$ cat config.mk
export PLATFORM = sky130hd
export DESIGN_NAME = bcd_digit_serializer_flat
export DESIGN_NICKNAME = d
export VERILOG_FILES = /design/src/rtl/bcd_gray_pkg.sv /design/src/rtl/bcd_digit_serializer_if.sv /design/src/rtl/bcd_digit_check.sv /design/src/rtl/bcd_digit_serializer.sv /design/src/flat_wrapper.sv
export SDC_FILE = /design/constraint.sdc
export NUM_CORES = 1
export LEC_CHECK = 0
export ABC_AREA = 1
export CAP_MARGIN = 20
export CELL_PAD_IN_SITES_DETAIL_PLACEMENT = 0
export CELL_PAD_IN_SITES_GLOBAL_PLACEMENT = 2
export CORE_MARGIN = 5
export CORE_UTILIZATION = 23
export CTS_CLUSTER_DIAMETER = 60
export DETAILED_ROUTE_END_ITERATION = 10
export PLACE_DENSITY_LB_ADDON = 0.1
export SLEW_MARGIN = 20
export SYNTH_ARGS = -nofsm -noshare
export SYNTH_HDL_FRONTEND = slang
export SYNTH_SLANG_ARGS = --single-unit
$ cat constraint.sdc
create_clock -name clk -period 1.2 [get_ports clk]
set_input_delay 0.24 -clock clk [delete_from_list [all_inputs] [get_ports clk]]
set_output_delay 0.24 -clock clk [all_outputs]
set_load 0.02 [all_outputs]
$ cat src/rtl/bcd_gray_pkg.sv
// ---------------------------------------------------------------------------
// bcd_gray_pkg
// Shared definitions for the BCD/Gray converter and its digit serializer:
// digit width, largest legal BCD value, mode encodings and a 4-bit
// Gray-to-binary helper.
// ---------------------------------------------------------------------------
package bcd_gray_pkg;

  localparam int unsigned DIGIT_W = 4;
  localparam int unsigned MAX_BCD = 9;

  localparam logic MODE_BCD  = 1'b0;
  localparam logic MODE_GRAY = 1'b1;

  typedef logic [DIGIT_W-1:0] digit_t;

  // MSB passes through; each lower bit is the running XOR from the top.
  function automatic digit_t gray2bin4(input digit_t g);
    digit_t b;
    b[3] = g[3];
    b[2] = b[3] ^ g[2];
    b[1] = b[2] ^ g[1];
    b[0] = b[1] ^ g[0];
    return b;
  endfunction

endpackage

$ cat src/rtl/bcd_digit_serializer_if.sv
// ---------------------------------------------------------------------------
// bcd_digit_serializer_if
// Bundles the word-in and digit-out handshakes of bcd_digit_serializer.
//   in_valid/in_ready/in_word/in_mode : packed word input stream
//   out_valid/out_ready               : digit output handshake
//   out_code/out_mode/out_idx         : current digit, captured mode, index
//   out_last/out_err/word_err         : last digit, digit error, word error
// Modports: master = producer/consumer side (bench), slave = serializer.
// ---------------------------------------------------------------------------
interface bcd_digit_serializer_if #(
  parameter int unsigned NUM_DIGITS = 4
) ();
  import bcd_gray_pkg::*;

  localparam int unsigned IDX_W = $clog2(NUM_DIGITS);

  logic                          in_valid;
  logic                          in_ready;
  logic [DIGIT_W*NUM_DIGITS-1:0] in_word;
  logic                          in_mode;
  logic                          out_valid;
  logic                          out_ready;
  digit_t                        out_code;
  logic                          out_mode;
  logic [IDX_W-1:0]              out_idx;
  logic                          out_last;
  logic                          out_err;
  logic                          word_err;

  modport master (
    output in_valid, in_word, in_mode, out_ready,
    input  in_ready, out_valid, out_code, out_mode, out_idx, out_last, out_err, word_err
  );

  modport slave (
    input  in_valid, in_word, in_mode, out_ready,
    output in_ready, out_valid, out_code, out_mode, out_idx, out_last, out_err, word_err
  );

endinterface

$ cat src/rtl/bcd_digit_check.sv
// ---------------------------------------------------------------------------
// bcd_digit_check
// Combinational validity check of one digit.
//   i_digit : 4-bit digit
//   i_mode  : 0 = BCD, 1 = Gray
//   o_err   : digit (decoded to binary in Gray mode) exceeds 9
// ---------------------------------------------------------------------------
module bcd_digit_check
  import bcd_gray_pkg::*;
(
  input  digit_t i_digit,
  input  logic   i_mode,
  output logic   o_err
);

  digit_t w_bin;

  assign w_bin = (i_mode == MODE_GRAY) ? gray2bin4(i_digit) : i_digit;
  assign o_err = (w_bin > digit_t'(MAX_BCD));

endmodule

$ cat src/rtl/bcd_digit_serializer.sv
// ---------------------------------------------------------------------------
// bcd_digit_serializer
// Accepts a packed multi-digit word with a mode bit and emits it one digit
// per cycle, most-significant digit first, flagging invalid digits.
//   clk   : rising-edge clock
//   rst_n : asynchronous active-low reset
//   bus   : slave side of bcd_digit_serializer_if (word in, digits out)
// ---------------------------------------------------------------------------
module bcd_digit_serializer
  import bcd_gray_pkg::*;
#(
  parameter int unsigned NUM_DIGITS = 4
) (
  input  logic                   clk,
  input  logic                   rst_n,
  bcd_digit_serializer_if.slave  bus
);

  localparam int unsigned IDX_W  = $clog2(NUM_DIGITS);
  localparam int unsigned WORD_W = DIGIT_W * NUM_DIGITS;
  localparam logic [IDX_W-1:0] IDX_TOP = IDX_W'(NUM_DIGITS - 1);

  localparam logic [0:0] ST_IDLE = 1'b0;
  localparam logic [0:0] ST_SEND = 1'b1;

  logic [0:0]        r_state;
  logic [WORD_W-1:0] r_shift;
  logic              r_mode;
  logic [IDX_W-1:0]  r_idx;
  logic              r_acc;

  logic   w_valid;
  logic   w_last;
  logic   w_out_hs;
  logic   w_in_ready;
  logic   w_accept;
  logic   w_err;
  digit_t w_digit;

  assign w_valid    = (r_state == ST_SEND);
  assign w_last     = w_valid && (r_idx == '0);
  assign w_out_hs   = w_valid && bus.out_ready;
  // A new word may land on the same edge the last digit leaves.
  assign w_in_ready = (r_state == ST_IDLE) || (w_out_hs && w_last);
  assign w_accept   = bus.in_valid && w_in_ready;
  // The current digit always sits at the top of the shift register.
  assign w_digit    = r_shift[WORD_W-1 -: DIGIT_W];

  bcd_digit_check u_check (
    .i_digit (w_digit),
    .i_mode  (r_mode),
    .o_err   (w_err)
  );

  always_ff @(posedge clk or negedge rst_n) begin
    if (!rst_n) begin
      r_state <= ST_IDLE;
      r_shift <= '0;
      r_mode  <= MODE_BCD;
      r_idx   <= '0;
      r_acc   <= 1'b0;
    end else if (w_accept) begin
      r_state <= ST_SEND;
      r_shift <= bus.in_word;
      r_mode  <= bus.in_mode;
      r_idx   <= IDX_TOP;
      r_acc   <= 1'b0;
    end else if (w_out_hs) begin
      if (w_last) begin
        r_state <= ST_IDLE;
      end else begin
        r_idx   <= r_idx - 1'b1;
        r_shift <= r_shift << DIGIT_W;
        r_acc   <= r_acc | w_err;
      end
    end
  end

  // Outputs are forced to zero while idle so nothing stale leaks out.
  assign bus.in_ready  = w_in_ready;
  assign bus.out_valid = w_valid;
  assign bus.out_code  = w_valid ? w_digit : '0;
  assign bus.out_mode  = w_valid & r_mode;
  assign bus.out_idx   = w_valid ? r_idx : '0;
  assign bus.out_last  = w_last;
  assign bus.out_err   = w_valid & w_err;
  assign bus.word_err  = w_last & (r_acc | w_err);

endmodule

$ cat src/flat_wrapper.sv
// flat-port wrapper written by rule: the top's interface ports become plain ports
module bcd_digit_serializer_flat import bcd_gray_pkg::*;
#(
  parameter int unsigned NUM_DIGITS = 4
)
  (clk, rst_n, bus_in_valid, bus_in_word, bus_in_mode, bus_out_ready, bus_in_ready, bus_out_valid, bus_out_code, bus_out_mode, bus_out_idx, bus_out_last, bus_out_err, bus_word_err);
  bcd_digit_serializer_if #(.NUM_DIGITS(NUM_DIGITS)) bus_i ();
  input  logic clk;
  input  logic rst_n;
  input wire logic [$bits(bus_i.in_valid)-1:0] bus_in_valid;
  input wire logic [$bits(bus_i.in_word)-1:0] bus_in_word;
  input wire logic [$bits(bus_i.in_mode)-1:0] bus_in_mode;
  input wire logic [$bits(bus_i.out_ready)-1:0] bus_out_ready;
  output wire logic [$bits(bus_i.in_ready)-1:0] bus_in_ready;
  output wire logic [$bits(bus_i.out_valid)-1:0] bus_out_valid;
  output wire logic [$bits(bus_i.out_code)-1:0] bus_out_code;
  output wire logic [$bits(bus_i.out_mode)-1:0] bus_out_mode;
  output wire logic [$bits(bus_i.out_idx)-1:0] bus_out_idx;
  output wire logic [$bits(bus_i.out_last)-1:0] bus_out_last;
  output wire logic [$bits(bus_i.out_err)-1:0] bus_out_err;
  output wire logic [$bits(bus_i.word_err)-1:0] bus_word_err;
  assign bus_i.in_valid = bus_in_valid;
  assign bus_i.in_word = bus_in_word;
  assign bus_i.in_mode = bus_in_mode;
  assign bus_i.out_ready = bus_out_ready;
  assign bus_in_ready = bus_i.in_ready;
  assign bus_out_valid = bus_i.out_valid;
  assign bus_out_code = bus_i.out_code;
  assign bus_out_mode = bus_i.out_mode;
  assign bus_out_idx = bus_i.out_idx;
  assign bus_out_last = bus_i.out_last;
  assign bus_out_err = bus_i.out_err;
  assign bus_word_err = bus_i.word_err;
  bcd_digit_serializer #(.NUM_DIGITS(NUM_DIGITS)) u_core (.clk(clk), .rst_n(rst_n), .bus(bus_i));
endmodule
Yosys cells after proc, flatten, opt, wreduce, memory -nomap -nowiden
Index checks and enable logic that the tools add are counted.
{"block": "totals", "register_bits": 21, "input_bits": 21, "out_inout_bits": 12}
{"block": "op_classes", "add_sub_neg": 1, "n_lt_le_gt_ge": 1, "eq_ne": 1, "mux": 15, "bitwise": 8, "reduce_logical": 10}
{"operator": "$mux W16", "n": 3}
{"operator": "$mux W2", "n": 4}
{"operator": "$mux W1", "n": 6}
{"operator": "$gt A4 B4 Y1 const B", "n": 1}
{"operator": "$logic_and A1 B1 Y1", "n": 4}
{"operator": "$mux W4", "n": 1}
{"operator": "$reduce_and A2 Y1", "n": 2}
{"operator": "$reduce_bool A2 Y1", "n": 2}
{"operator": "$and A1 B1 Y1", "n": 3}
{"operator": "$mux W3", "n": 1}
{"operator": "$xor A1 B1 Y1", "n": 3}
{"operator": "$logic_not A2 Y1", "n": 1}
{"operator": "$ne A2 B2 Y1 const B", "n": 1}
{"operator": "$sub A2 B1 Y2 const B", "n": 1}
{"operator": "$logic_or A1 B1 Y1", "n": 1}
{"operator": "$not A1 Y1", "n": 1}
{"operator": "$or A1 B1 Y1", "n": 1}

Logic depth before layout (Yosys ltp)
{"block": "depth", "depth_word": 9, "depth_mapped": 10, "depth_no_buf": 9}

Cells and area by module
A second synthesis with hierarchy kept.
{"block": "unflattened", "cells_unflattened": 176, "hier_area_um2": 1227.4}
{"mod": "bcd_digit_serializer", "n_inst": 1, "cells_per_inst": 168, "area_each_um2": 1196.1, "seq_area_each_um2": 525.5}
{"mod": "bcd_digit_check", "n_inst": 1, "cells_per_inst": 8, "area_each_um2": 31.3, "seq_area_each_um2": 0.0}

Worst setup path before layout
Ideal clock, no wire load.
{"block": "synth_timing", "path_kind": "register to register", "start": "register u_core.r_idx[0]", "end": "register u_core.r_shift[15]", "arrival_time_ns": 1.195, "required_ns": 1.084, "slack_ns": -0.111, "stages_incl_launch_ff": 11, "n_path_buf": 1, "synth_period_minus_slack_ns": 1.311, "path_cell_list": "dfrtp_1 -> inv_1 -> ha_1 -> nand2_1 -> nand2_4 -> nand2_8 -> buf_12 -> nand2_1 -> nand2_1 -> nand2_1 -> nand2_1"}
{"block": "synth_between", "elab_chain_cells": 7, "elab_cells_between_ends": 9}
{"element": "from (decl)", "line": "bcd_digit_serializer.sv:29", "text": "logic [IDX_W-1:0] r_idx;"}
{"element": "from (signal assigned)", "line": "bcd_digit_serializer.sv:72", "text": "r_idx <= r_idx - 1'b1;"}
{"element": "$logic_not A2 Y1 *", "line": "bcd_digit_serializer.sv:41", "text": "assign w_last = w_valid && (r_idx == '0);"}
{"element": "$logic_and A1 B1 Y1 *", "line": "bcd_digit_serializer.sv:41"}
{"element": "$logic_and A1 B1 Y1", "line": "bcd_digit_serializer.sv:44", "text": "assign w_in_ready = (r_state == ST_IDLE) || (w_out_hs && w_last);"}
{"element": "$logic_or A1 B1 Y1", "line": "bcd_digit_serializer.sv:44"}
{"element": "$logic_and A1 B1 Y1", "line": "bcd_digit_serializer.sv:45", "text": "assign w_accept = bus.in_valid && w_in_ready;"}
{"element": "$ne A2 B2 Y1 (no source line) / $reduce_bool A2 Y1 (equally long branches)"}
{"element": "$reduce_and A2 Y1 (no source line)"}
{"element": "to (signal assigned)", "line": "bcd_digit_serializer.sv:64", "text": "r_shift <= bus.in_word;"}
{"element": "to (signal assigned)", "line": "bcd_digit_serializer.sv:73", "text": "r_shift <= r_shift << DIGIT_W;"}
{"element": "to (decl)", "line": "bcd_digit_serializer.sv:27", "text": "logic [WORD_W-1:0] r_shift;"}
Every way passes the cells marked *; elsewhere a longest branch is shown, timed or not.
A chain may end at the register's enable or synchronous reset.

Final worst setup path
{"block": "layout_timing", "start": "register u_core.r_idx[1]", "end": "output port bus_in_ready"}
{"block": "layout_between", "elab_chain_cells": 4}
{"element": "$logic_not A2 Y1", "line": "bcd_digit_serializer.sv:41"}
{"element": "$logic_and A1 B1 Y1", "line": "bcd_digit_serializer.sv:41"}
{"element": "$logic_and A1 B1 Y1", "line": "bcd_digit_serializer.sv:44"}
{"element": "$logic_or A1 B1 Y1", "line": "bcd_digit_serializer.sv:44"}
{"element": "to (decl)", "line": "flat_wrapper.sv:14", "text": "output wire logic [$bits(bus_i.in_ready)-1:0] bus_in_ready;"}
Every way passes these cells.

==> metrics.md <==
| Metric | Value |
|---|---|
| Nets | approximately 260 |
| Worst Setup SP | u_core.r_idx[1]$_DFFE_PN0P_ |
| Core footprint | 0.00514 sq mm |
| Via Count | roughly 1200 |
| H-tree Lvls | 1 |
| First-pass GRT wire length | around 6.3 mm |
| Fin cells | 302 |
| Mapped cell area | around 0.0012 sq mm |
| Crit end category | output pin |
| Die W | around 83 um |
| R2R cell count | 10 |
| Worst path arrival time | ~1200 ps |
| Mean Syn Cell Area | roughly 7.4 sq um |
| Setup WS post-layout | -235 ps |
| Clock insertion delay at the later pin of the skew report | about 260 ps |
| Pre-antenna DRT Iters | 4 |
| Share of post-route cells with drive strength above 1 | between 40% and 50% |
| Placement Rows | 26 |
| Worst setup endpoint | bus_in_ready |
| Hold Vio Cnt, Final | 0 |
| RSZ-0062 raised after global routing | true |
| Initial core utilization | a little under a quarter |
| Number of I/O port buffers | 32 |
| # IOs | 33 |
| Critical Path RT | about 960 ps |
| Hold Path Class | input pin to asynchronous set/reset pin |
| Mapped Cells | roughly 170 |
| Die Ht | around 83 um |
| DRC | 0 |
| DP Area | 0.00169 sq mm |
| Utilization after layout | a little over two fifths |
| #FFs+latches synth | 21 |
| TritonCTS clock tree | yes |
| Worst slew pin tran | 262 ps |
| Status | finished, violations left |
| Final instance area | between 0.002 and 0.0025 sq mm |
| Worst reg2reg setup slack | -200 ps |
| Pwr dens | 2350 mW/mm^2 |
| Yosys cell types | 17 |
| Clock Tree Root | clkbuf_8 |
| CTS Buf Count | 3 |
| Vias in the first global route | between 1000 and 1500 |
| Minimum clock period | 1430 ps |
| CTS Sinks | 21 |
| Met1 Track Usage GR | 13.7% |
| RD Place Congestion | approximately 0.65 |
| Ant. Diodes | 0 |
| Fmax achieved | roughly 0.7 GHz |
| Clk buf depth | 2 |
| Cells after DPL | between 200 and 300 |
| Setup violators final | 33 |
| Max-cap violations | 0 |
| Largest net degree at the start of global routing | 22 |
| Static Leak | between 0.001 and 0.0015 uW |
| Sequential area share after synthesis | a little over two fifths |
| Reg2reg start | u_core.r_idx[1]$_DFFE_PN0P_ |
| Crit path launch type | register |
| Clock skew after layout | roughly 1.9 ps |
| Post-synthesis net count | around 190 |
| Syn-to-layout area delta | 78.0% |
| Total track usage | between 10 and 15% |
| Hpwl dp | 2.22 mm |
| Slew HR | 82.6% |
| Die Area | between 0.006 and 0.007 sq mm |
| Gr busiest metal | met2 |
| Final max-slew violation count | 0 |
| ANT nets after route | 0 |
| Fin crit share | 120% |
| Worst vdd ir | between 0.0008 and 0.0009 V |
| Worst-path clk slew | about 80 ps |
| Overall overflow remaining after global route | 0 |
| Detailed Route WL | about 3.7 mm |
| Syn. warnings | 0 |
| P_int | 2960 uW |
| Iter 0 DRT Violations | 60 |
| Avg Vias per Cell | roughly 4.1 |
| Initial antenna violation count | 0 |
| Reg2Reg Capture Point | u_core.r_shift[11]$_DFFE_PN0P_ |
| Clock power frac | 9.3% |
| Global routing usage on met2 | around a fifth |
| Comb power frac | about two thirds |
| CP Class | register to output pin |
| Failing checks | setup timing |
| Sequential share of power | about a quarter |
| Switch Pwr | 2180 uW |
| WL per Instance | 12.4 um |
| Met3 usage | 2.08% |
| Hold slack | 319 ps |
| Sw Ratio | 42.4% |
| Worst-path fanout max | 3 |
## cells in the final DEF, fill, tap and decap left out
master,instances
buf_6,19
o21ai_1,2
nand3_1,7
nand3_2,10
inv_1,8
clkdlybuf4s50_1,20
dfrtp_1,20
nor2_2,1
nor2_4,1
nor2_1,2
clkbuf_8,3
clkbuf_1,1
nand2_1,65
buf_4,20
inv_2,11
nand2_8,6
inv_12,1
dfrtp_2,1
ha_4,1
nand2_2,19
buf_12,4
buf_8,2
nand2_4,6
a21oi_2,2
## through the flow
step                total power (uW)  setup TNS, ps  worst slack, ps
floorplan                       2720           -870            -93.4
global placement                3520         -11980             -563
detailed placement              3550         -12150             -551
CTS                             4940          -4430             -259
global route                    5550          -7530             -321
finish                          5140          -5070             -235
## critical path, stage by stage, from the launching register on
cell and delay (ps):
dfrtp_1 400, inv_2 80, ha_4 170, nand2_4 60, nand2_4 100, buf_6 120
## cell usage after synthesis (all sizes together)
library cell	count	share of area, %
a21oi	2	0.82
buf	6	6.6
nand2	92	32
inv	20	6.5
o21ai	2	0.82
dfrtp	21	43
clkbuf	1	1.1
nand3	17	6.9
nor2	4	1.2
ha	1	1.0
## cells by family after synthesis
logic type               synth area share, %
buffers and inverters                   14.3
AND/OR/NAND/NOR                         40.3
adder cells (fa/ha/maj)                 1.02
flip-flops                              42.8
AO/OA/AOI/OAI                           1.63
## per-layer routing
| layer | vias up | wire length, um |
|---|---|---|
| li1 | 638 | - |
| met1 | 577 | 1650 |
| met2 | 28 | 1890 |
| met3 | 5 | 136 |
| met4 | 0 | 47 |
| met5 | - | 0 |
## flip-flops by register name (all words and copies together) (netlist names)
signal / count
u_core.r_mode: 1
u_core.r_shift: 16
u_core.r_acc: 1
u_core.bus.out_valid: 1
u_core.r_idx: 2
## power groups by stage
stage          registers (uW)  clock network [uW]  logic, uW
2_1_floorplan            1200                   0       1520
3_3_place_gp             1240                   0       2280
3_5_place_dp             1250                   0       2300
4_1_cts                  1240                 509       3190
5_1_grt                  1300                 534       3720
6_report                 1260                 478       3410
## cell type report
cell class	count	area (sq um)
inverter	20	87.6
sequential	21	527
multi-input combinational	122	763
timing repair buffer	65	674
fill	569	2960
tap	70	87.6
clock buffer	4	45.0
## how the worst min path moves through the flow
stage	startpoint	end	slack, ps	cells past startpoint
final	rst_n	u_core.r_shift[4]$_DFFE_PN0P_	320	2
after global placement	u_core.r_shift[2]$_DFFE_PN0P_	u_core.r_shift[2]$_DFFE_PN0P_	460	2
after detailed placement	u_core.r_shift[3]$_DFFE_PN0P_	u_core.r_shift[3]$_DFFE_PN0P_	460	2
after global routing	rst_n	u_core.r_shift[4]$_DFFE_PN0P_	340	2
after floorplan	rst_n	u_core.bus.out_valid$_DFFE_PN0P_	-60	0
after CTS	rst_n	u_core.r_shift[4]$_DFFE_PN0P_	320	2
## timing repair
action / CTS / global route
endpoints found under the setup margin: 33 / 33
resized for setup: 108 / 30
pin swaps: 14 / 15
hold buffers: 0 / 0
gates cloned: 4 / 0
setup buffers: 17 / 4
(Power assumes the default switching activity.)
